--- config.mk ---
export PLATFORM = sky130hd
export DESIGN_NAME = cpu_control_sequencer
export DESIGN_NICKNAME = d
export VERILOG_FILES = /design/src/rtl/ctrl_pkg.sv /design/src/rtl/ctrl_decode.sv /design/src/rtl/cpu_control_sequencer.sv
export SDC_FILE = /design/constraint.sdc
export NUM_CORES = 1
export LEC_CHECK = 0
export ABC_AREA = 1
export CAP_MARGIN = 20
export CORE_ASPECT_RATIO = 1.5
export CORE_MARGIN = 2
export CORE_UTILIZATION = 47
export DETAILED_ROUTE_END_ITERATION = 6
export PLACE_DENSITY_LB_ADDON = 0.25
export RECOVER_POWER = 50
export SETUP_SLACK_MARGIN = 0.3
export SLEW_MARGIN = 15
export SYNTH_ARGS = -nofsm -noshare
export SYNTH_HDL_FRONTEND = slang
export SYNTH_HIERARCHICAL = 1
export SYNTH_SLANG_ARGS = --single-unit
--- constraint.sdc ---
create_clock -name clock -period 1.9 [get_ports clock]
set_input_delay 0.19 -clock clock [delete_from_list [all_inputs] [get_ports clock]]
set_output_delay 0.19 -clock clock [all_outputs]
set_load 0.02 [all_outputs]
--- src/rtl/ctrl_pkg.sv ---
// Shared definitions for the hardwired control sequencer: opcodes, IR field
// positions, state encoding and the control-strobe bundle.
package ctrl_pkg;

  localparam logic [4:0] OP_ADD   = 5'h00;
  localparam logic [4:0] OP_0B    = 5'h0B;
  localparam logic [4:0] OP_MUL   = 5'h0F;
  localparam logic [4:0] OP_DIV   = 5'h10;
  localparam logic [4:0] OP_NOP   = 5'h1A;
  localparam logic [4:0] OP_HALT  = 5'h1B;
  localparam logic [4:0] OP_INCPC = 5'h1F;

  localparam int OPC_MSB = 31;
  localparam int OPC_LSB = 27;
  localparam int RA_MSB  = 26;
  localparam int RA_LSB  = 23;
  localparam int RB_MSB  = 22;
  localparam int RB_LSB  = 19;
  localparam int RC_MSB  = 18;
  localparam int RC_LSB  = 15;

  localparam int WAIT_W = 8;

  typedef enum logic [3:0] {
    S_IDLE   = 4'd0,
    S_T0     = 4'd1,
    S_T1     = 4'd2,
    S_T2     = 4'd3,
    S_T3     = 4'd4,
    S_T4     = 4'd5,
    S_T5     = 4'd6,
    S_T6     = 4'd7,
    S_HALTED = 4'd8,
    S_FAULT  = 4'd9
  } state_e;

  typedef struct packed {
    logic [15:0] rout;
    logic [15:0] rin;
    logic [4:0]  op;
    logic        hiin;
    logic        loin;
    logic        hiout;
    logic        loout;
    logic        zhighin;
    logic        zlowin;
    logic        zhighout;
    logic        zlowout;
    logic        pcout;
    logic        pcin;
    logic        mdrout;
    logic        mdrin;
    logic        yin;
    logic        read;
    logic        irin;
    logic        halted;
    logic        fault;
  } ctrl_t;

  function automatic logic is_alu3(input logic [4:0] opc);
    return (opc <= OP_0B);
  endfunction

  function automatic logic is_muldiv(input logic [4:0] opc);
    return (opc == OP_MUL) || (opc == OP_DIV);
  endfunction

  function automatic logic is_known(input logic [4:0] opc);
    return is_alu3(opc) || is_muldiv(opc) || (opc == OP_NOP) || (opc == OP_HALT);
  endfunction

endpackage

--- src/rtl/ctrl_decode.sv ---
// Moore output decode: registered state + IR -> full strobe bundle,
// including the 4-to-16 one-hot register selects.
module ctrl_decode
  import ctrl_pkg::*;
(
  input  state_e      state_i,
  input  logic [31:0] ir_i,
  input  logic        first_t1_i,
  output ctrl_t       ctrl_o
);

  logic [4:0]  opc_s;
  logic [15:0] ra_oh_s;
  logic [15:0] rb_oh_s;
  logic [15:0] rc_oh_s;
  logic        unused_ir_s;

  assign opc_s       = ir_i[OPC_MSB:OPC_LSB];
  assign ra_oh_s     = 16'h0001 << ir_i[RA_MSB:RA_LSB];
  assign rb_oh_s     = 16'h0001 << ir_i[RB_MSB:RB_LSB];
  assign rc_oh_s     = 16'h0001 << ir_i[RC_MSB:RC_LSB];
  assign unused_ir_s = ^ir_i[RC_LSB-1:0];

  // Strobe decode per timing step
  always_comb begin
    ctrl_o = '0;
    case (state_i)
      S_T0: begin
        ctrl_o.pcout  = 1'b1;
        ctrl_o.zlowin = 1'b1;
        ctrl_o.op     = OP_INCPC;
      end
      S_T1: begin
        // PC is reloaded only once however long memory stalls
        ctrl_o.zlowout = 1'b1;
        ctrl_o.pcin    = first_t1_i;
        ctrl_o.read    = 1'b1;
        ctrl_o.mdrin   = 1'b1;
      end
      S_T2: begin
        ctrl_o.mdrout = 1'b1;
        ctrl_o.irin   = 1'b1;
      end
      S_T3: begin
        if (is_alu3(opc_s)) begin
          ctrl_o.rout = rb_oh_s;
          ctrl_o.yin  = 1'b1;
        end else if (is_muldiv(opc_s)) begin
          ctrl_o.rout = ra_oh_s;
          ctrl_o.yin  = 1'b1;
        end else begin
          ctrl_o.yin = 1'b0;
        end
      end
      S_T4: begin
        if (is_alu3(opc_s) || is_muldiv(opc_s)) begin
          ctrl_o.rout    = is_alu3(opc_s) ? rc_oh_s : rb_oh_s;
          ctrl_o.op      = opc_s;
          ctrl_o.zlowin  = 1'b1;
          ctrl_o.zhighin = 1'b1;
        end else begin
          ctrl_o.op = 5'h00;
        end
      end
      S_T5: begin
        ctrl_o.zlowout = 1'b1;
        if (is_muldiv(opc_s)) begin
          ctrl_o.loin = 1'b1;
        end else begin
          ctrl_o.rin = ra_oh_s;
        end
      end
      S_T6: begin
        ctrl_o.zhighout = 1'b1;
        ctrl_o.hiin     = 1'b1;
      end
      S_HALTED: ctrl_o.halted = 1'b1;
      S_FAULT:  ctrl_o.fault  = 1'b1;
      default:  ctrl_o = '0;
    endcase
  end

endmodule

--- src/rtl/cpu_control_sequencer.sv ---
// Hardwired control sequencer: state register, IR, T1 wait counter and retired
// counter. Optional single-step gating is enabled by macro CTRL_SINGLE_STEP_EN.
module cpu_control_sequencer
  import ctrl_pkg::*;
#(
  parameter int MEM_WAIT_MAX = 15,
  parameter int CNT_W        = 16
) (
  input  logic             clock,
  input  logic             clear,
  input  logic             start,
`ifdef CTRL_SINGLE_STEP_EN
  input  logic             step,
`endif
  input  logic [31:0]      bus,
  input  logic             mem_ready,
  output logic [15:0]      Rout,
  output logic [15:0]      Rin,
  output logic             HIin,
  output logic             LOin,
  output logic             HIout,
  output logic             LOout,
  output logic             Zhighin,
  output logic             Zlowin,
  output logic             Zhighout,
  output logic             Zlowout,
  output logic             PCout,
  output logic             PCin,
  output logic             MDRout,
  output logic             MDRin,
  output logic             Yin,
  output logic             Read,
  output logic             IRin,
  output logic [4:0]       op,
  output logic [31:0]      ir,
  output logic             halted,
  output logic             fault,
  output logic             illegal,
  output logic [CNT_W-1:0] retired
);

  localparam logic [WAIT_W-1:0] WAIT_LAST = WAIT_W'(MEM_WAIT_MAX - 1);

  state_e             state_q, state_d;
  logic [31:0]        ir_q, ir_d;
  logic [WAIT_W-1:0]  wait_q, wait_d;
  logic [CNT_W-1:0]   retired_q, retired_d;
  logic               illegal_q, illegal_d;
  logic               advance_s;
  logic [4:0]         opc_s;
  ctrl_t              dec_s;
  ctrl_t              ctrl_s;

  assign opc_s = ir_q[OPC_MSB:OPC_LSB];

`ifdef CTRL_SINGLE_STEP_EN
  assign advance_s = !(state_q inside {S_T0, S_T1, S_T2, S_T3, S_T4, S_T5, S_T6}) || step;
`else
  assign advance_s = 1'b1;
`endif

  // Next-state, IR capture, wait and retire counting
  always_comb begin
    state_d   = state_q;
    ir_d      = ir_q;
    wait_d    = wait_q;
    retired_d = retired_q;
    illegal_d = illegal_q;
    if (advance_s) begin
      case (state_q)
        S_IDLE: state_d = start ? S_T0 : S_IDLE;
        S_T0: begin
          state_d = S_T1;
          wait_d  = '0;
        end
        S_T1: begin
          if (mem_ready) begin
            state_d = S_T2;
          end else if (wait_q >= WAIT_LAST) begin
            state_d = S_FAULT;
          end else begin
            wait_d = wait_q + WAIT_W'(1);
          end
        end
        S_T2: begin
          state_d   = S_T3;
          ir_d      = bus;
          illegal_d = illegal_q | !is_known(bus[OPC_MSB:OPC_LSB]);
        end
        S_T3: begin
          if (is_alu3(opc_s) || is_muldiv(opc_s)) begin
            state_d = S_T4;
          end else if (opc_s == OP_HALT) begin
            state_d = S_HALTED;
          end else begin
            state_d   = S_T0;
            retired_d = retired_q + CNT_W'(1);
          end
        end
        S_T4: state_d = S_T5;
        S_T5: begin
          if (is_muldiv(opc_s)) begin
            state_d = S_T6;
          end else begin
            state_d   = S_T0;
            retired_d = retired_q + CNT_W'(1);
          end
        end
        S_T6: begin
          state_d   = S_T0;
          retired_d = retired_q + CNT_W'(1);
        end
        S_HALTED: state_d = S_HALTED;
        S_FAULT:  state_d = S_FAULT;
        default:  state_d = S_IDLE;
      endcase
    end else begin
      state_d = state_q;
    end
  end

  // State and datapath-owned registers, synchronous active-low clear
  always_ff @(posedge clock) begin
    if (!clear) begin
      state_q   <= S_IDLE;
      ir_q      <= '0;
      wait_q    <= '0;
      retired_q <= '0;
      illegal_q <= 1'b0;
    end else begin
      state_q   <= state_d;
      ir_q      <= ir_d;
      wait_q    <= wait_d;
      retired_q <= retired_d;
      illegal_q <= illegal_d;
    end
  end

  ctrl_decode u_decode (
    .state_i    (state_q),
    .ir_i       (ir_q),
    .first_t1_i (wait_q == '0),
    .ctrl_o     (dec_s)
  );

  // Stalled single-step cycles must not strobe the datapath
  always_comb begin
    if (advance_s) begin
      ctrl_s = dec_s;
    end else begin
      ctrl_s = '0;
    end
  end

  assign Rout     = ctrl_s.rout;
  assign Rin      = ctrl_s.rin;
  assign op       = ctrl_s.op;
  assign HIin     = ctrl_s.hiin;
  assign LOin     = ctrl_s.loin;
  assign HIout    = ctrl_s.hiout;
  assign LOout    = ctrl_s.loout;
  assign Zhighin  = ctrl_s.zhighin;
  assign Zlowin   = ctrl_s.zlowin;
  assign Zhighout = ctrl_s.zhighout;
  assign Zlowout  = ctrl_s.zlowout;
  assign PCout    = ctrl_s.pcout;
  assign PCin     = ctrl_s.pcin;
  assign MDRout   = ctrl_s.mdrout;
  assign MDRin    = ctrl_s.mdrin;
  assign Yin      = ctrl_s.yin;
  assign Read     = ctrl_s.read;
  assign IRin     = ctrl_s.irin;
  assign halted   = ctrl_s.halted;
  assign fault    = ctrl_s.fault;
  assign ir       = ir_q;
  assign illegal  = illegal_q;
  assign retired  = retired_q;

endmodule

==> reports/metrics.csv <==
stage;metric;value;unit
clock_network;cts_sinks;61;
detailed_routing;dr_total_vias;5571;
global_routing;grt_pass1_vias;5130;
setup_path;crit_path_frequent_cell;nand2_2;
logic_synthesis;ys.flop_type;dfxtp_1;
clock_network;htree_levels;3;
floorplanning;dieArea;10000;sq um
clock_network;clkTransAtPathRegs;0.05;ns
setup_path;arrival;1.72;ns
power;p_comb_frac;0.489;
setup_path;max_stage_delay;0.37;ns
floorplanning;rows;43;
setup_path;critical_path_class;reg -> out;
floorplanning;die_w;82.5;um
timing;holdWs;0.439;ns
power;p_clk_frac;0.261;
detailed_routing;drc;0;
setup_path;end_kind;output port;
clock_network;cts_tree;yes;
job;cap_violations;0;
detailed_routing;totalWireLength;16.3;mm
setup_path;critPathBufInv;4;
setup_path;cp_max_fo;8;
logic_synthesis;synth_top_area_frac;0.281;
logic_synthesis;syn_inst;705;
power;p_int;3.91;mW
min_path;hold_start;wait_q[7];
timing;drv_slew;0;
floorplanning;die_h;122;um
setup_path;crit_chain;nand2_2, nor2_4, nand2_2, nand3_4, buf_12, buf_12, buf_16, nand3_2, nand2_2, buf_6;
placement;gp_congestion;1.02;
logic_synthesis;syn_avg_cell_area;6.15;sq um
power;power;6.48;mW
setup_path;path_delay_family;simple AND/OR/NAND/NOR gates;
logic_synthesis;ys_ff_latch;61;
power;ir_drop;730;uV
setup_path;slowest_stage;dfxtp_4;
floorplanning;ios;139;
layout;nNetsFinal;935;
detailed_routing;dr.pass1.iters;6;
logic_synthesis;synth_cell_types;40;
logic_synthesis;async_reset_ff_frac;0;
placement;port_buffers;136;
placement;hpwl;10.6;mm
detailed_routing;drtIter0Drc;334;
global_routing;grt_usage;0.311;
clock_network;ctsRootBufferMaster;clkbuf_16;
clock_network;insertion_delay;0.32;ns
timing;hold_violations;0;
setup_path;r2r_start;ir[28];
global_routing;overflow;0;
setup_path;worst_ep_required_time;1.71;ns
logic_synthesis;synth_top_cell_by_area;dfxtp_1;
timing;slew_headroom;0.637;
power;cellLeakagePower;3.08;nW
setup_path;ff2ff_setup_slack;0.15;ns
floorplanning;core;9090;sq um
power;pwr-share-seq;0.250;
global_routing;grt_max_degree;39;
clock_network;cts_buffers;9;
layout;n_antenna_cell;0;
layout;area_delta_synth_final;62.2;%
floorplanning;start_util;0.477;
logic_synthesis;syn_area;4340;sq um
timing;fin_crit_sh;1.00;
timing;fin_ws;-0.00683;ns
layout;drive_above_1_share;0.311;
timing;worstMarginPinSlew;0.545;ns
outcome;violations;setup timing;
setup_path;setup.worst_path.start;ir[28];
timing;fin_skew;0.00406;ns
timing;max_freq;524;MHz
power;switchingPower;2.57;mW
power;p_per_area;920;nW/um^2
layout;fillers;660;
timing;setup_violations;1;
clock_network;clockBufferDepth;2;
logic_synthesis;yosys-top-cells-area;dfxtp_1, nand2_1, nor2_1;
logic_synthesis;ys_seq_area_frac;0.281;
outcome;outcome;finished, violations left;
timing;finalCriticalPeriod;1.91;ns
global_routing;antenna_found_initial;0;
detailed_routing;viasPerCell;5.50;
detailed_routing;wl_per_cell;16.2;um
min_path;hold_path.class;reg -> reg;
detailed_routing;ant_nets;0;
power;swShare;0.396;
logic_synthesis;ys_top_cells_by_count;nand2_1, nor2_1, nand3_1;
logic_synthesis;yosysWarnings;6;
timing;rsz0062_at_grt;yes;
setup_path;critPathLaunchType;flip-flop;
global_routing;grt_pass1_wl;24.0;mm
logic_synthesis;synth_edf_count;0;
logic_synthesis;yosysMostFrequentCell;nand2_1;
[repair_timing]
action | CTS | global route
pin swaps | 22 | 22
endpoints found under the setup margin | 91 | 77
gates resized for setup | 355 | 96
hold buffers | 0 | 0
setup buffers | 12 | 16
cloned | 3 | 0
[layout by cell type, fill, tap and decap left out, types with 11 or more instances in the layout]
cell type / count
a21oi_1: 20
buf_12: 11
buf_4: 64
buf_6: 46
clkbuf_1: 11
clkdlybuf4s50_1: 54
dfxtp_1: 47
dfxtp_2: 12
dlygate4sd2_1: 22
inv_1: 38
inv_2: 11
nand2_1: 176
nand2_2: 21
nand3_1: 64
nand3_2: 16
nor2_1: 109
nor2_2: 11
nor2_4: 19
nor3_1: 11
o21ai_0: 33
[path summary, 6_finish.rpt]
path,to,cells after the start
worst max-delay path,Rout[1],10
worst min-delay path,wait_q[7],2
worst max register to register,retired[15],10
worst min register to register,wait_q[7],2
[area by class of cell]
class                   instances  area, sq um  share of cell area
repair buffers                218         2100               0.299
multi-input cells             554         3050               0.433
well taps                     112          140              0.0199
clock inverters                 5         75.1              0.0107
flip-flops and latches         61         1240               0.177
clock buffers                  11          233              0.0331
inverters                      51          196              0.0279
[metal layers]
layer  track usage  up-vias  routed length, um
met4         0.168        0                935
met1         0.318     2580               5680
met3        0.0593       76                960
li1              -     2637                  -
met5             0        -                  0
met2         0.574      278               8780
[worst register-to-register path, cell delays in order (launching register included)]
cell,delay (ns)
dfxtp_4,0.37
clkbuf_1,0.23
nand2_2,0.15
nor2_2,0.15
nand2_2,0.08
nand2_1,0.10
nand2_2,0.09
nand3_4,0.15
buf_4,0.15
nand2_1,0.07
a21oi_2,0.15
[flip-flops by register name, summed over array words and instances (netlist names)]
| name | flops |
|---|---|
| illegal | 1 |
| ir | 32 |
| retired | 16 |
| state_q | 4 |
| wait_q | 8 |
[power groups by stage]
stage,Clock (mW),Sequential [mW],Combinational (mW)
5_1_grt,1.78,1.65,3.34
3_3_place_gp,0,1.61,2.57
4_1_cts,1.71,1.59,2.82
6_report,1.69,1.62,3.17
2_1_floorplan,0,1.77,1.40
3_5_place_dp,0,1.61,2.62
[stage by stage]
stage                util  cells  setup WS (ns)  area [sq um]  setup TNS (ns)
floorplan               -    706          0.272          4340               0
global placement    0.665    965        -0.0734          6050           -1.02
detailed placement  0.665    965        -0.0840          6050           -1.64
CTS                 0.734    996         0.0388          6680               0
global route        0.774   1012        -0.0500          7040          -0.855
finish              0.774   1012       -0.00683          7040        -0.00683
[cell families (layout without fill, tap and decap cells)]
logic type | Yosys count | in the layout | synth area share
AND/OR/NAND/NOR | 467 | 468 | 0.490
buffers and inverters | 92 | 285 | 0.105
AO/OA/AOI/OAI | 69 | 69 | 0.0897
flip-flops | 61 | 61 | 0.281
XOR/XNOR | 11 | 11 | 0.0222
adder cells (fa/ha/maj) | 4 | 4 | 0.0115
other | 1 | 2 | 0.000864
Note: power is estimated with default switching activity, not from simulation.
==> variant 1: new RTL, same flow settings <==
Re-encode `state_e` (10 states) as Gray code, 4 bits wide.
--- a/src/rtl/ctrl_pkg.sv
+++ b/src/rtl/ctrl_pkg.sv
@@ -22,16 +22,16 @@
   localparam int WAIT_W = 8;
 
   typedef enum logic [3:0] {
-    S_IDLE   = 4'd0,
-    S_T0     = 4'd1,
-    S_T1     = 4'd2,
-    S_T2     = 4'd3,
-    S_T3     = 4'd4,
-    S_T4     = 4'd5,
-    S_T5     = 4'd6,
-    S_T6     = 4'd7,
-    S_HALTED = 4'd8,
-    S_FAULT  = 4'd9
+    S_IDLE   = 4'b0000,
+    S_T0     = 4'b0001,
+    S_T1     = 4'b0011,
+    S_T2     = 4'b0010,
+    S_T3     = 4'b0110,
+    S_T4     = 4'b0111,
+    S_T5     = 4'b0101,
+    S_T6     = 4'b0100,
+    S_HALTED = 4'b1100,
+    S_FAULT  = 4'b1101
   } state_e;
 
   typedef struct packed {
Function: same outputs for any inputs over 10 cycles, from zero or initial values; not proved beyond that.
==> variant 1 against the original RTL <==
  * The flow still finishes with violations (negative setup slack)
  * Highest routed layer unchanged
  * Core utilization is 11 points higher
  * Final area increased by 9.0%
  * First-iteration DRC count up 140%
  * Clock skew is 0.0063 ns higher
  * Wire length increased by 42%
  * Critical path type unchanged
  * Synthesized area is 3.6% lower
  * Critical endpoint is now Rout[5]
  * Sequential cell count is the same
  * Worst setup slack worse by 0.31 ns
Power is not compared: it rests on default switching activity, and its combinational part moved more than twofold at a synthesized area within 25%.
==> variant 1: results (changes against the original RTL) <==
- Vias/cell: 6.32 (+15%)
- Port buffer count: 136 (unchanged)
- Placed Cells: 976 (+1.1%)
- Crit path launch: ir[19]
- Seq/Total Area, Yosys: 29.2% (+1.1 points)
- Layout Skew: 0.0103 ns (+0.00628 ns)
- GRT Util Overall: 32.8% (+1.7 points)
- Hold_sp: bus[15]
- Final net count: 959 (+2.6%)
- Max incr delay on CP: 0.47 ns (+0.10 ns)
- Routed wire length: 23200 um (+42%)
- Layout cells sized above 1: 40.6% (+9.5 points)
- Post-place setup slack: -0.183 ns (-0.0994 ns)
- Root Buffer: clkbuf_16
- Power share of the clock group: 18.3%
- Least-Margin Pin Slew: 0.977 ns (+0.432 ns)
- CP Data Arrival Time: 2.02 ns (+0.30 ns)
- Synth unique cells: 45 (+13%)
- Final setup fails: 34 (+33)
- First-pass GRT wire length: 24800 um (+3.3%)
- Non-Filler Instances: 1034 (+2.2%)
- Fraction of registers with async set/reset: 0% (unchanged)
- Initial DRC count: 797 (+140%)
- Post-DP HPWL: 11100 um (+4.6%)
- Largest net degree at the start of global routing: 38 (-2.6%)
- HP Class: in2reg
- Clock transition at path regs: 0.06 ns
- Post-synth top cells: 154 x nand2_1, 141 x nor2_1, 63 x o21ai_0
- Cell Area, Placed: 6170 sq um (+2.0%)
- Post-Syn Area per Cell: 6.14 sq um (-0.24%)
- Global placer's final weighted congestion: 1.00 (-1.6%)
- Worst Slack Setup Final: -0.313 ns (-0.306 ns)
- Worst Path Max Fanout: 10 (+2)
- Violated checks: negative setup slack
- Worst skew pair latency: 0.35 ns (+0.03 ns)
- Status: complete, but fails checks
- Total negative slack: -2.60 ns (-2.60 ns)
- Dominant cells by area after synthesis: dfxtp_1 29%, nand2_1 14%, nor2_1 13%
- Total iterations of the first detailed-routing run: 7 (+1)
- Vias in the first global route: 5392 (+5.1%)
- Critical path's slowest cell: dfxtp_2
- Reg-to-Reg Start: state_q[2]
## variant 1: layout make-up
class                           count  area, sq um
Multi-Input combinational cell    528         3170
Timing Repair Buffer              253         2460
Sequential cell                    61         1250
Fill cell                         421         1050
Inverter                           64          295
Clock buffer                       11          253
Tap cell                          110          138
Clock inverter                      5          106
Timing Repair inverter              2         11.3
## variant 1: timing repair
item,4_1_cts,5_1_grt
setup buffers,10,20
gates resized for setup,330,237
endpoints found under the hold margin,0,0
pin swaps,25,78
setup endpoints to repair,95,112
gates cloned,4,8
hold buffers,0,0
## variant 1: path summary, 6_finish.rpt
| check | to | slack, ns | cells after the start |
|---|---|---|---|
| hold reg to reg | wait_q[5] | 0.47 | 2 |
| setup / recovery | Rout[5] | -0.31 | 7 |
| setup reg to reg | retired[9] | 0.05 | 9 |
| hold / removal | ir[15] | 0.43 | 3 |
## variant 1: cell families (layout without fill, tap and decap cells)
| logic type | Yosys count | count (layout) | synth area share, % |
|---|---|---|---|
| XOR/XNOR | 6 | 6 | 1.26 |
| buffers and inverters | 97 | 335 | 10.4 |
| adder cells (fa/ha/maj) | 4 | 4 | 1.20 |
| other | 1 | 2 | 0.0897 |
| flip-flops | 61 | 61 | 29.2 |
| AND/OR/NAND/NOR | 399 | 403 | 42.7 |
| AO/OA/AOI/OAI | 113 | 113 | 15.1 |
## variant 1: per-layer routing
layer,global-route usage [%],wire length (um),vias up
met1,31.4,7200,2963
met3,7.52,2300,254
li1,-,-,2689
met5,0,0,-
met4,22.8,2500,0
met2,59.6,11200,631
## variant 1: worst reg2reg max path, stage by stage, from the launching register on
cell and delay, ns:
dfxtp_4 0.37, buf_6 0.11, buf_6 0.12, buf_12 0.15, nand2_8 0.09, nor3_4 0.31, nand2_4 0.17, nand3_4 0.18
nand2_1 0.11, a21oi_1 0.16
==> variant 2: new RTL, same settings <==
Made on the original files. Build with the macro `CTRL_SINGLE_STEP_EN` defined.
--- a/src/rtl/cpu_control_sequencer.sv
+++ b/src/rtl/cpu_control_sequencer.sv
@@ -1,5 +1,7 @@
 // Hardwired control sequencer: state register, IR, T1 wait counter and retired
 // counter. Optional single-step gating is enabled by macro CTRL_SINGLE_STEP_EN.
+`define CTRL_SINGLE_STEP_EN
+
 module cpu_control_sequencer
   import ctrl_pkg::*;
 #(
Interface: changed (added step); port bits go from 139 to 140. The function was not compared with the original's and may differ.
==> variant 2 against the original RTL <==
  * The flow now stops in global routing (5_1_grt)
  * Synthesized area up 13%
==> variant 2: results (changes against the original RTL) <==
- Clock buffer depth: 2 (unchanged)
- Error msg: [ERROR GRT-0232] Routing congestion too high. Check the congestion heatmap in the GUI.
- Global placer's final weighted congestion: 0.983 (-3.6%)
- Worst_ep grt: Rout[0]
- Clk sinks: 61 (unchanged)
- Number of synthesis warnings: 6 (unchanged)
- Synth Flop Type: dfxtp_1
- Root Buffer: clkbuf_16
- Worst-path endpoint category: top-level output
- Failing step: global routing (5_1_grt)
- Seq/Total Area, Yosys: 25.0% (-3.2 points)
- Dominant cells by area after synthesis: dfxtp_1 25%, nand2_1 16%, nor2_1 14%
- H-tree levels: 3 (unchanged)
- Post-DP HPWL: 12100 um (+14%)
- Post-synth top cells: 213 x nand2_1, 187 x nor2_1, 105 x inv_1
- Port buffer count: 137 (+0.74%)
- Status: aborted with a tool error
- Largest net degree at the start of global routing: 35
- CTS Buf Count: 9 (unchanged)
- Synth unique cells: 34 (-15%)
- GRT overflow: 3
- GRT Util Overall: 52.6%
- Fraction of registers with async set/reset: 0% (unchanged)
## variant 2: what timing repair did
action	in CTS
buffers inserted	22
setup endpoints to repair	135
resized for setup	477
gates cloned	10
pin swaps	35
hold buffers	0
## variant 2: per-layer routing
metal  global-route usage (%)  GRT overflow
met1                     50.6             0
met4                     52.0             2
met5                     4.09             0
met3                     21.8             0
met2                     81.1             1
## variant 2: cell families after synthesis
logic type      Yosys count  share of synthesized area [%]
compound gates           69                           7.19
buf+inv                 159                           14.1
other cells               1                         0.0767
fa+ha+maj                 4                           1.02
simple gates            574                           52.1
flops                    61                           25.0
xor+xnor                  3                          0.538
## variant 2: per-stage QoR
stage | utilization [%] | setup slack, ns | instance area, sq um | setup TNS [ns] | cells
detailed placement | 69.7 | -0.171 | 7070 | -5.96 | 1173
floorplan | - | 0.305 | 4990 | 0 | 872
CTS | 81.9 | -0.0297 | 8300 | -0.321 | 1221
global placement | 69.7 | -0.164 | 7070 | -5.54 | 1173
